`src/rtl/maxnet_controller.sv`:
```
// Sequencer for a MAXNET winner-take-all datapath: loads x and weights, then
// alternates PU settle time with a-register updates until one winner remains.
module maxnet_controller #(
    parameter int PU_LATENCY = 2,
    parameter int MAX_ITER   = 20
) (
    input  logic       clk,
    input  logic       rst_n,
    input  logic       start,
    input  logic       abort,
    input  logic       is_finished,
    output logic       init_x,
    output logic       init_w,
    output logic       load_sel,
    output logic       load_a,
    output logic       busy,
    output logic       done,
    output logic       timeout,
    output logic [4:0] iter_count
);

    typedef enum logic [2:0] {
        S_IDLE,
        S_INIT,
        S_LOAD,
        S_CALC,
        S_UPDATE,
        S_CHECK,
        S_DONE
    } state_t;

    localparam logic [3:0] WAIT_LAST = 4'(PU_LATENCY - 1);
    localparam logic [4:0] ITER_MAX  = 5'(MAX_ITER);

    state_t     r_state;
    state_t     w_state_next;
    logic [3:0] r_wait;
    logic [4:0] r_iter;
    logic       r_timeout;
    logic       w_accept;
    logic       w_abort;

    assign w_accept = (r_state == S_IDLE) && start;
    assign w_abort  = (r_state != S_IDLE) && abort;

    always_ff @(posedge clk or negedge rst_n) begin
        if (!rst_n) begin
            r_state <= S_IDLE;
        end else begin
            r_state <= w_state_next;
        end
    end

    always_comb begin
        w_state_next = r_state;
        case (r_state)
            S_IDLE:   if (start) w_state_next = S_INIT;
            S_INIT:   w_state_next = S_LOAD;
            S_LOAD:   w_state_next = S_CALC;
            S_CALC:   if (r_wait == WAIT_LAST) w_state_next = S_UPDATE;
            S_UPDATE: w_state_next = S_CHECK;
            S_CHECK: begin
                if (is_finished || (r_iter == ITER_MAX)) begin
                    w_state_next = S_DONE;
                end else begin
                    w_state_next = S_CALC;
                end
            end
            S_DONE:   w_state_next = S_IDLE;
            default:  w_state_next = S_IDLE;
        endcase
        // Abort overrides every other transition.
        if (w_abort) begin
            w_state_next = S_IDLE;
        end
    end

    always_ff @(posedge clk or negedge rst_n) begin
        if (!rst_n) begin
            r_wait    <= '0;
            r_iter    <= '0;
            r_timeout <= 1'b0;
        end else begin
            // Wait counter restarts on every entry into CALC.
            if ((r_state == S_CALC) && (w_state_next == S_CALC)) begin
                r_wait <= r_wait + 4'd1;
            end else begin
                r_wait <= '0;
            end

            if (w_accept) begin
                r_iter <= '0;
            end else if ((r_state == S_UPDATE) && !w_abort && (r_iter != ITER_MAX)) begin
                r_iter <= r_iter + 5'd1;
            end

            if (w_accept || w_abort) begin
                r_timeout <= 1'b0;
            end else if ((r_state == S_CHECK) && (w_state_next == S_DONE)) begin
                r_timeout <= !is_finished;
            end
        end
    end

    assign init_x     = (r_state == S_INIT);
    assign init_w     = (r_state == S_INIT);
    assign load_sel   = (r_state == S_LOAD);
    assign load_a     = (r_state == S_LOAD) || (r_state == S_UPDATE);
    assign busy       = (r_state != S_IDLE);
    assign done       = (r_state == S_DONE);
    assign timeout    = r_timeout;
    assign iter_count = r_iter;

endmodule

```
`config.mk`:
```
export PLATFORM = sky130hd
export DESIGN_NAME = maxnet_controller
export DESIGN_NICKNAME = d
export VERILOG_FILES = /design/src/rtl/maxnet_controller.sv
export SDC_FILE = /design/constraint.sdc
export NUM_CORES = 1
export LEC_CHECK = 0
export ABC_AREA = 1
export ABC_CLOCK_PERIOD_IN_PS = 1400
export BUFFER_PORTS_ARGS = -buffer_cell sky130_fd_sc_hd__buf_4
export CORE_MARGIN = 1
export CORE_UTILIZATION = 49
export CTS_BUF_LIST = sky130_fd_sc_hd__clkbuf_8
export DETAILED_ROUTE_END_ITERATION = 10
export PLACE_DENSITY = 0.77
export SLEW_MARGIN = 20
export SYNTH_ARGS = -nofsm -noshare
export SYNTH_HDL_FRONTEND = slang
export SYNTH_SLANG_ARGS = --single-unit
```
`constraint.sdc`:
```
create_clock -name clk -period 1.4 [get_ports clk]
set_clock_uncertainty 0.15 [all_clocks]
set_input_delay 0.14 -clock clk [delete_from_list [all_inputs] [get_ports clk]]
set_output_delay 0.14 -clock clk [all_outputs]
set_load 0.01 [all_outputs]
```
==> PnR_summary.wiki, run 1 <==
{| class="wikitable"
! Metric !! Value
|-
| Run status || finished with violations
|-
| Violations in the final reports || negative setup slack
|-
| Clock period minus final worst setup slack || 1513 ps
|-
| Worst slack after detailed placement || -60.63 ps
|-
| Max VDD drop || 1.306 mV
|-
| Timing-limited maximum frequency || 0.6611 GHz
|-
| Starting Density || 0.5540
|-
| Main area contributors after synthesis || dfrtp_1 (43%), nand3_1 (9.3%), inv_1 (7.4%), ha_1 (6.6%), nand2_1 (6.4%)
|-
| Length in cells of the worst reg-to-reg path || 5
|-
| Cell Count, Final, Fillers Out || 142
|-
| Power per cell area || 1917 mW/mm^2
|-
| Critical path arrival || 1520 ps
|-
| Most frequent cell after synthesis || inv_1
|-
| Headroom to the max-slew limit || 0.8227
|-
| Number of maximum-capacitance constraint violations || 0
|-
| Total via count after detailed routing || 783
|-
| R2r endpoint || iter_count[4]
|-
| Share of the yosys chip area belonging to registers || 0.4298
|-
| Most common flop cell mapped by yosys || dfrtp_1
|-
| Final wirelength || 2.058 mm
|-
| Data required, critical path || 1410 ps
|-
| Via density per instance || 5.514
|-
| Worst setup slack after layout || -112.7 ps
|-
| Capture point of the worst path || iter_count[4]
|-
| Number of CTS-inserted buffers || 3
|-
| Number of detailed-route iterations in the first pass || 4
|-
| Final antenna-violating net count || 0
|-
| Fraction of post-synthesis cell area in the top cell type by area || 0.4298
|-
| Number of enable flip-flop cells after synthesis || 0
|-
| # nets final || 137
|-
| Worst hold path stage count || 4
|-
| Number of pins exceeding their max-slew limit in the final report || 0
|-
| Worst Setup Start Kind || flip-flop
|-
| Average footprint of a synthesized cell || 8.053 um^2
|-
| Detailed placer's ending HPWL || 1.292 mm
|-
| Largest fanout on the critical path || 9
|-
| Yosys Warn Count || 0
|-
| Transition at the pin with the smallest max-transition slack || 265.6 ps
|-
| RD Place Congestion || 0.7217
|-
| Filler Cells Inserted || 89
|-
| Distinct cell type count after synthesis || 19
|-
| Cell at the root of the clock tree || clkbuf_8
|-
| Total chip power || 2173 uW
|-
| RSZ-0062 raised after global routing || true
|-
| Count of standard-cell rows || 13
|-
| Worst-Skew Late Latency || 240 ps
|-
| Height of the die || 41.31 um
|-
| Maximum clock path buffer count || 2
|-
| Clock tree from TritonCTS || done
|-
| Area overhead of the layout relative to synthesis || 49.75%
|-
| Number of antenna violations at the first check in global routing || 0
|-
| IO Port Bufs || 16
|-
| Overall routing resource usage || 0.2489
|-
| Count of boundary I/O pins || 17
|-
| DIE WIDTH || 41.31 um
|-
| Global route total overflow || 0
|-
| First-pass GRT wire length || 2.725 mm
|-
| Source of the worst register-to-register timing path || r_state[0]
|-
| Antenna Cells || 0
|-
| Combined flip-flop and latch cell area || 327.8 um^2
|-
| Core region area || 0.001366 mm^2
|-
| Crit share post-route || 1.080
|-
| Hold Violations, Final || 0
|-
| Hold WC Path Type || input pin to flip-flop
|-
| Setup violation total in the final timing report || 9
|-
| Biggest area consumer among synthesized cells || dfrtp_1
|-
| Gate count of the mapped netlist || 94
|-
| Violation count after the first detailed-route iteration || 13
|-
| Flip-flop and latch count after synthesis || 13
|-
| Die footprint || 0.001706 mm^2
|-
| Remaining DRCs || 0
|-
| Hold slack final || 43.82 ps
|-
| Post-Synthesis Net Count || 103
|-
| Setup crit end kind || flip-flop
|-
| Area of the multi-input gates || 455.4 um^2
|-
| Share of synthesized flip-flops with an asynchronous set or reset || 1.000
|-
| Number of H-tree levels || 1
|-
| Number of placed cells counting well taps || 128
|-
| Vias in the first global route || 684
|-
| Cell leakage power || 0.0005722 uW
|-
| Classification of the worst setup path || flip-flop to flip-flop
|-
| Number of clock sinks || 13
|-
| Wire length per cell || 14.49 um
|-
| Register-to-register setup slack || -110 ps
|-
| Fraction of layout cells with a size suffix above 1 || 0.4882
|-
| Syn Std Cell Area || 757.0 um^2
|-
| Launching element of the worst setup path || r_state[0]
|-
| Clock transition time at the flip-flop clock pins of the worst setup and hold paths || 60 ps
|-
| Pin count of the biggest net entering global routing || 14
|-
| Commonest cells post-synth || inv_1 (15), nand3_1 (14), dfrtp_1 (13), nand2_1 (13), nor2_1 (10)
|}
[cells in the final DEF, fill, tap and decap left out, types with 2 or more instances in the layout]
cell / synthesis / routed
clkbuf_8: 0 / 3
dfrtp_2: 0 / 2
buf_4: 1 / 27
o21ai_1: 0 / 4
inv_1: 15 / 9
xor2_1: 4 / 4
nand2_1: 13 / 9
nand3_1: 14 / 10
nor2_2: 1 / 3
ha_1: 4 / 2
a31oi_1: 2 / 2
a21oi_1: 2 / 2
nand3_2: 2 / 5
nand2_2: 2 / 6
dfrtp_1: 13 / 11
nor2_1: 10 / 7
inv_2: 1 / 7
ha_4: 0 / 2
nand2_4: 1 / 2
[timing repair]
action,4_1_cts,5_1_grt
pin swaps,4,7
setup endpoints to repair,10,16
endpoints found under the hold margin,13,0
setup buffers,3,7
hold buffers,1,0
cloned,1,0
resized for setup,11,21
[stage by stage]
step	area [um^2]	TNS [ps]	utilization
floorplan	759.5	0	-
global route	1134	-1206	0.8297
CTS	1033	-114.5	0.7564
detailed placement	920.9	-259.1	0.6740
global placement	920.9	0	0.6740
finish	1134	-410.5	0.8297
[state kept, by name, summed over array words and instances, names as in the netlist]
register,count
iter_count,5
r_wait,4
r_state,3
timeout,1
[worst min-delay path by stage]
stage | end | slack [ps] | from
3_5_place_dp | r_wait[2] | -160 | rst_n
5_1_grt | timeout | 80 | is_finished
4_1_cts | timeout | 50 | is_finished
6_report | timeout | 40 | is_finished
3_3_place_gp | r_wait[0] | -160 | rst_n
2_1_floorplan | iter_count[0] | -310 | rst_n
[worst max-delay path: stages (launching register included)]
cell and delay [ps]:
dfrtp_2 450, nor2_4 160, nand3_2 240, nand2_4 190, nand3_1 110, o21ai_1 120
[routing by layer]
layer  share of wire  vias up  GRT usage
met5               0        -          0
met1            0.39      376     0.2767
met2            0.54       32     0.4414
met3           0.048        8    0.04255
met4           0.027        0     0.1452
li1                -      367          -
[layout make-up]
class | instances | share of cell area
clock buffers | 3 | 0.03642
clock inverters | 1 | 0.003311
inverters | 16 | 0.05519
multi-input cells | 65 | 0.4018
flip-flops and latches | 13 | 0.2892
well taps | 15 | 0.01656
repair buffers | 29 | 0.1976
[power breakdown]
part	leakage (uW)	total (uW)	switching (uW)	internal, uW
sequential	0.000172	599	121	478
clock	0.0000269	332	138	193
combinational	0.000373	1240	662	580
[cells by family (layout without fill, tap and decap cells)]
logic type,Yosys count,count (layout),share of synthesized area
simple gates,46,47,0.2942
buf+inv,17,49,0.08925
flops,13,13,0.4297
compound gates,9,9,0.06280
xor+xnor,5,5,0.05785
fa+ha+maj,4,4,0.06612
Power figures use the tool's default switching activity.
==> run 2, diff against run 1 <==
CORE_MARGIN = 1.5   (was 1)
==> PnR_summary.wiki, run 2 (synthesized netlist as in run 1, its figures left out) <==
{| class="wikitable"
! Metric !! Value
|-
| Run status || finished with violations
|-
| Violations in the final reports || negative setup slack
|-
| DIE WIDTH || 42.31 um (+2.4%)
|-
| Count of standard-cell rows || 14 (+1)
|-
| Number of detailed-route iterations in the first pass || 5 (+1)
|-
| Setup violation total in the final timing report || 8 (-1)
|-
| Cell leakage power || 0.0005987 uW (+4.6%)
|-
| Max VDD drop || 1.138 mV (-13%)
|-
| First-pass GRT wire length || 2.960 mm (+8.6%)
|-
| Critical path's most frequent cell || nand3_1
|-
| Data required, critical path || 1410 ps (about the same)
|-
| Number of H-tree levels || 1 (unchanged)
|-
| Source of the worst register-to-register timing path || iter_count[0]
|-
| IO Port Bufs || 16 (unchanged)
|-
| Combinational fraction of design power || 0.583 (+0.011)
|-
| Fraction of power consumed by the clock network || 0.149 (-0.004)
|-
| Classification of the worst setup path || flip-flop to flip-flop
|-
| Capture point of the worst path || iter_count[4]
|-
| Count of boundary I/O pins || 17 (unchanged)
|-
| Worst-Skew Late Latency || 240 ps (about the same)
|-
| Cell at the root of the clock tree || clkbuf_8
|-
| Transition at the pin with the smallest max-transition slack || 340.6 ps (+75.02 ps)
|-
| Global route total overflow || 0 (unchanged)
|-
| Cell internal pwr || 1246 uW (-0.41%)
|-
| Violation count after the first detailed-route iteration || 18 (+5)
|-
| Clock tree from TritonCTS || done
|-
| Combined flip-flop and latch cell area || 327.8 um^2 (unchanged)
|-
| Length in cells of the worst reg-to-reg path || 6 (+1)
|-
| Number of pins exceeding their max-slew limit in the final report || 0 (unchanged)
|-
| Area overhead of the layout relative to synthesis || 52.73%
|-
| Number of antenna violations at the first check in global routing || 0 (unchanged)
|-
| Largest fanout on the critical path || 3 (-6)
|-
| Area of the multi-input gates || 483.0 um^2 (+6.0%)
|-
| Number of placed cells counting well taps || 129 (+0.78%)
|-
| Critical path arrival || 1610 ps (+90 ps)
|-
| Number of maximum-capacitance constraint violations || 0 (unchanged)
|-
| Switching pwr || 949.6 uW (+3.1%)
|-
| Worst path bufs/invs || 1 (+1)
|-
| Worst Setup Start Kind || flip-flop
|-
| Cells along the critical path || buf_4 -> ha_1 -> nand3_1 -> xor2_1 -> nand3_1 -> o21ai_0
|-
| Leading cell type in the layout, fill and taps excluded || buf_4
|-
| Total via count after detailed routing || 795 (+1.5%)
|-
| Hold slack final || 71.38 ps (+27.56 ps)
|-
| Setup crit end kind || flip-flop
|-
| Worst path max stage delay || 390 ps (-60 ps)
|-
| Detailed placer's ending HPWL || 1.282 mm (-0.74%)
|-
| Flip-flop count of the largest register after layout || 5 (unchanged)
|-
| Critical path's slowest cell || dfrtp_1
|-
| Number of CTS-inserted buffers || 3 (unchanged)
|-
| Via density per instance || 5.599 (+1.5%)
|-
| Overall routing resource usage || 0.2177 (-0.03117)
|-
| Crit share post-route || 1.147 (+0.06604)
|-
| Clock period minus final worst setup slack || 1605 ps (+92.45 ps)
|-
| Most used cells in the layout excluding fill and tap cells || buf_4 (26), dfrtp_1 (11), inv_1 (10), nand3_1 (10)
|-
| Cell Count, Final, Fillers Out || 142 (unchanged)
|-
| Total negative setup slack || -358.5 ps (+52.05 ps)
|-
| R2r endpoint || iter_count[4]
|-
| Timing-limited maximum frequency || 0.6230 GHz (-5.8%)
|-
| Height of the die || 42.31 um (+2.4%)
|-
| RSZ-0062 raised after global routing || true
|-
| Hold WC Path Type || input pin to flip-flop
|-
| RD Place Congestion || 0.7405 (+2.6%)
|-
| Share of power burned in registers || 0.268 (-0.008)
|-
| Vias in the first global route || 732 (+7.0%)
|-
| Wire length per cell || 15.56 um (+7.3%)
|-
| Register-to-register setup slack || -210 ps (-90 ps)
|-
| # nets final || 136 (-0.73%)
|-
| Pin count of the biggest net entering global routing || 14 (unchanged)
|-
| Starting Density || 0.5145 (-0.03957)
|-
| Switching part of the total || 0.4324 (+0.008386)
|-
| Number of clock sinks || 13 (unchanged)
|-
| Clock transition time at the flip-flop clock pins of the worst setup and hold paths || 50 ps (about the same)
|-
| Worst setup slack after layout || -205.1 ps (-92.45 ps)
|-
| Hold Violations, Final || 0 (unchanged)
|-
| Die footprint || 0.001790 mm^2 (+4.9%)
|-
| Launching element of the worst setup path || iter_count[0]
|-
| Remaining DRCs || 0 (unchanged)
|-
| Number of gates on the worst path with buffers counted || 6 (+1)
|-
| Antenna Cells || 0 (unchanged)
|-
| Maximum clock path buffer count || 2 (unchanged)
|-
| Category of cells accounting for the largest share of critical-path delay || flip-flops
|-
| Final wirelength || 2.209 mm (+7.3%)
|-
| Core region area || 0.001471 mm^2 (+7.7%)
|-
| Final antenna-violating net count || 0 (unchanged)
|-
| Headroom to the max-slew limit || 0.7712 (-0.05156)
|-
| Fraction of layout cells with a size suffix above 1 || 0.5000 (+0.01181)
|-
| Power per cell area || 1900 mW/mm^2 (-0.90%)
|-
| Filler Cells Inserted || 97 (+9.0%)
|}
[run 2: changes by cell type in the layout (fill, tap and decap cells not counted), moves of 2 or more]
| cell | before | now |
|---|---|---|
| o21ai_1 | 4 | 0 |
| nor2_1 | 7 | 9 |
| nand2_1 | 9 | 4 |
| nand2_4 | 2 | 4 |
| nand3_4 | 1 | 3 |
| nor2_2 | 3 | 0 |
| o21ai_0 | 1 | 3 |
| nand2_2 | 6 | 9 |
| inv_2 | 7 | 5 |
| o21ai_2 | 0 | 2 |
| nand3_2 | 5 | 3 |
[run 2: metal layers]
layer	track usage	vias up	share of wire
li1	-	366	-
met1	0.2583	380	0.36
met2	0.3723	37	0.54
met3	0.03879	12	0.060
met4	0.1125	0	0.033
met5	0	-	0
[run 2: how the worst min path moves through the flow]
stage                start       endpoint  slack (ps)  cells past startpoint
2_1_floorplan        rst_n  iter_count[0]        -310                      0
3_3_place_gp         rst_n        timeout        -160                      1
3_5_place_dp         rst_n  iter_count[4]        -160                      1
4_1_cts        is_finished        timeout          50                      4
5_1_grt        is_finished        timeout          90                      4
6_report       is_finished        timeout          70                      4
[run 2: worst min-delay path, cell delays in order]
cell     delay (ps)
buf_4            80
inv_1            60
nand4_1          90
nand2_1          50
[run 2: repair_timing]
item / CTS / global route
endpoints found under the setup margin: 11 / 18
endpoints found under the hold margin: 13 / 0
cloned: 0 / 1
buffers inserted: 4 / 3
gates resized for setup: 14 / 21
hold buffers: 1 / 0
pin swaps: 5 / 9
[run 2: final cells by class]
| class | instances | area share |
|---|---|---|
| Tap cell | 16 | 0.01732 |
| Multi-Input combinational cell | 65 | 0.4177 |
| Inverter | 16 | 0.05411 |
| Clock buffer | 3 | 0.03571 |
| Sequential cell | 13 | 0.2835 |
| Timing Repair Buffer | 28 | 0.1872 |
| Clock inverter | 1 | 0.004329 |
[run 2: power by group through the flow]
stage	Combinational [uW]	Clock, uW	Sequential, uW
3_3_place_gp	852	0	554
2_1_floorplan	473	0	598
6_report	1280	327	588
5_1_grt	1360	350	606
4_1_cts	1010	332	585
3_5_place_dp	890	0	561
[run 2: metrics by stage]
stage                     power, uW  worst slack (ps)  cell area (um^2)    util
after floorplan                1071             6.835             759.5       -
after global placement         1406             32.99             922.1  0.6267
after detailed placement       1451            -32.29             922.1  0.6267
after global routing           2320            -212.7              1156  0.7857
final                          2196            -205.1              1156  0.7857
after CTS                      1933            -30.24              1051  0.7143
==> run 3, diff against run 2 <==
REMOVE_ABC_BUFFERS = 1   (was unset)
==> PnR_summary.wiki, run 3 (synthesized netlist as in run 1, its figures left out) <==
{| class="wikitable"
! Metric !! Value
|-
| Violations in the final reports || negative setup slack
|-
| RD Place Congestion || 0.7374 (-0.42%)
|-
| Worst path max stage delay || 440 ps (+50 ps)
|-
| # nets final || 133 (-2.2%)
|-
| Hold WC Path Type || input pin to flip-flop
|-
| Violation count after the first detailed-route iteration || 7 (-11)
|-
| Classification of the worst setup path || flip-flop to output pin
|-
| Category of cells accounting for the largest share of critical-path delay || flip-flops
|-
| Number of antenna violations at the first check in global routing || 0 (unchanged)
|-
| Leading cell type in the layout, fill and taps excluded || buf_4
|-
| RSZ-0062 raised after global routing || true
|-
| Area overhead of the layout relative to synthesis || 46.61%
|-
| Clock tree from TritonCTS || done
|-
| Height of the die || 42.31 um (unchanged)
|-
| Setup crit end kind || output pin
|-
| Hold Violations, Final || 0 (unchanged)
|-
| Cells along the critical path || nor2_4 -> nand2_1 -> nand2_2 -> buf_4
|-
| Overall routing resource usage || 0.2181 (+0.0003940)
|-
| Count of boundary I/O pins || 17 (unchanged)
|-
| Crit share post-route || 1.039 (-0.1073)
|-
| Power per cell area || 1853 mW/mm^2 (-2.5%)
|-
| Number of maximum-capacitance constraint violations || 0 (unchanged)
|-
| Worst setup slack after layout || -54.91 ps (+150.2 ps)
|-
| IO Port Bufs || 16 (unchanged)
|-
| Data required, critical path || 1110 ps (-300 ps)
|-
| Cell at the root of the clock tree || clkbuf_8
|-
| Transition at the pin with the smallest max-transition slack || 252.2 ps (-88.45 ps)
|-
| First-pass GRT wire length || 2.925 mm (-1.2%)
|-
| Antenna Cells || 0 (unchanged)
|-
| Maximum clock path buffer count || 2 (unchanged)
|-
| Routed metal-1 wirelength || 674 um (-16%)
|-
| Wire length per cell || 12.83 um (-17%)
|-
| Core region area || 0.001471 mm^2 (unchanged)
|-
| Via density per instance || 5.252 (-6.2%)
|-
| Timing-limited maximum frequency || 0.6873 GHz (+10%)
|-
| Largest fanout on the critical path || 4 (+1)
|-
| Pin count of the biggest net entering global routing || 14 (unchanged)
|-
| Number of pins exceeding their max-slew limit in the final report || 0 (unchanged)
|-
| Most used cells in the layout excluding fill and tap cells || buf_4 (24), dfrtp_1 (11), inv_1 (10), nand3_1 (10), nand2_1 (8)
|-
| Routed length on met2 || 990 um (-17%)
|-
| Remaining DRCs || 0 (unchanged)
|-
| Hold slack final || 58.82 ps (-12.56 ps)
|-
| Max layer used || met4
|-
| Fraction of layout cells with a size suffix above 1 || 0.4797 (-0.02033)
|-
| Global route total overflow || 0 (unchanged)
|-
| Detailed placer's ending HPWL || 1.256 mm (-2.0%)
|-
| Total via count after detailed routing || 730 (-8.2%)
|-
| Vias in the first global route || 733 (+0.14%)
|-
| Cell leakage power || 0.0005560 uW (-7.1%)
|-
| Worst Setup Start Kind || flip-flop
|-
| Headroom to the max-slew limit || 0.8306 (+0.05942)
|-
| Number of detailed-route iterations in the first pass || 4 (-1)
|-
| Number of CTS-inserted buffers || 3 (unchanged)
|-
| Worst path bufs/invs || 1 (unchanged)
|-
| Clock transition time at the flip-flop clock pins of the worst setup and hold paths || 60 ps (about the same)
|-
| Critical path's slowest cell || dfrtp_2
|-
| DIE WIDTH || 42.31 um (unchanged)
|-
| Worst-Skew Late Latency || 250 ps (about the same)
|-
| Count of standard-cell rows || 14 (unchanged)
|-
| Flip-flop count of the largest register after layout || 5 (unchanged)
|-
| Run status || finished with violations
|-
| Starting Density || 0.5145 (unchanged)
|-
| Final wirelength || 1.784 mm (-19%)
|-
| Number of clock sinks || 13 (unchanged)
|-
| Critical path arrival || 1160 ps (-450 ps)
|-
| Final antenna-violating net count || 0 (unchanged)
|-
| Filler Cells Inserted || 113 (+16%)
|-
| Die footprint || 0.001790 mm^2 (unchanged)
|-
| Number of H-tree levels || 1 (unchanged)
|-
| Met3 wire len || 88 um (-34%)
|-
| Setup violation total in the final timing report || 9 (+1)
|-
| Max VDD drop || 1.351 mV (+19%)
|-
| Clock period minus final worst setup slack || 1455 ps (-150.2 ps)
|-
| Final Util || 0.7543 (-0.03146)
|}
==> run 3: changes by cell type in the layout (fill, tap and decap cells not counted), moves of 3 or more <==
cell     change
nor2_1       -3
nand2_2      -3
nand2_1      +4
nor2_2       +4
==> run 3: area by class of cell <==
type                            instances  area [um^2]  area share
Multi-Input combinational cell         65        462.9      0.4171
Sequential cell                        13        327.8      0.2954
Timing Repair Buffer                   25        190.2      0.1714
Inverter                               16        62.56     0.05637
Clock buffer                            3        41.29     0.03720
Tap cell                               16        20.02     0.01804
Clock inverter                          1        5.005    0.004510
==> run 3: final timing paths <==
kind / from / to / slack (ps) / cells past startpoint
min reg2reg: r_wait[0] / r_wait[0] / 400 / 2
max reg2reg: r_state[2] / timeout / -40 / 8
max: r_state[1] / load_a / -50 / 4
min in group asynchronous: rst_n / r_state[2] / 120 / 2
min: is_finished / timeout / 60 / 4
max in group asynchronous: rst_n / r_state[0] / 800 / 2
==> run 3: layer usage <==
layer / vias up / global-route usage
li1: 358 / -
met1: 347 / 0.2235
met2: 20 / 0.4185
met3: 5 / 0.04310
met4: 0 / 0.09375
met5: - / 0
==> run 3: where the power goes <==
group          internal, uW  total, uW  switching [uW]
Sequential              478        579             101
Clock                   197        340             143
Combinational           511       1140             626
Total                  1190       2060             870
==> run 3: tightest hold or removal path, cell delays in order <==
cell	delay [ps]
buf_4	70
inv_1	50
nand4_1	100
nand2_2	50
==> run 3: metrics by stage <==
step	worst slack [ps]	total power (uW)	std cells	TNS, ps	cell area [um^2]
final	-54.91	2056	139	-163.6	1110
after floorplan	-16.94	1046	93	-16.94	749.5
after CTS	-26.07	1938	138	-81.09	1050
after global routing	-105.6	2184	139	-1193	1110
after global placement	9.348	1395	129	0	919.6
after detailed placement	-40.29	1438	129	-114.4	919.6
==> run 3: repair_timing <==
action                                 4_1_cts  5_1_grt
buffers inserted                             3        1
pin swaps                                    4        5
hold buffers                                 1        0
gates cloned                                 1        0
setup endpoints to repair                   14       15
gates resized for setup                     16       16
endpoints found under the hold margin       13        0
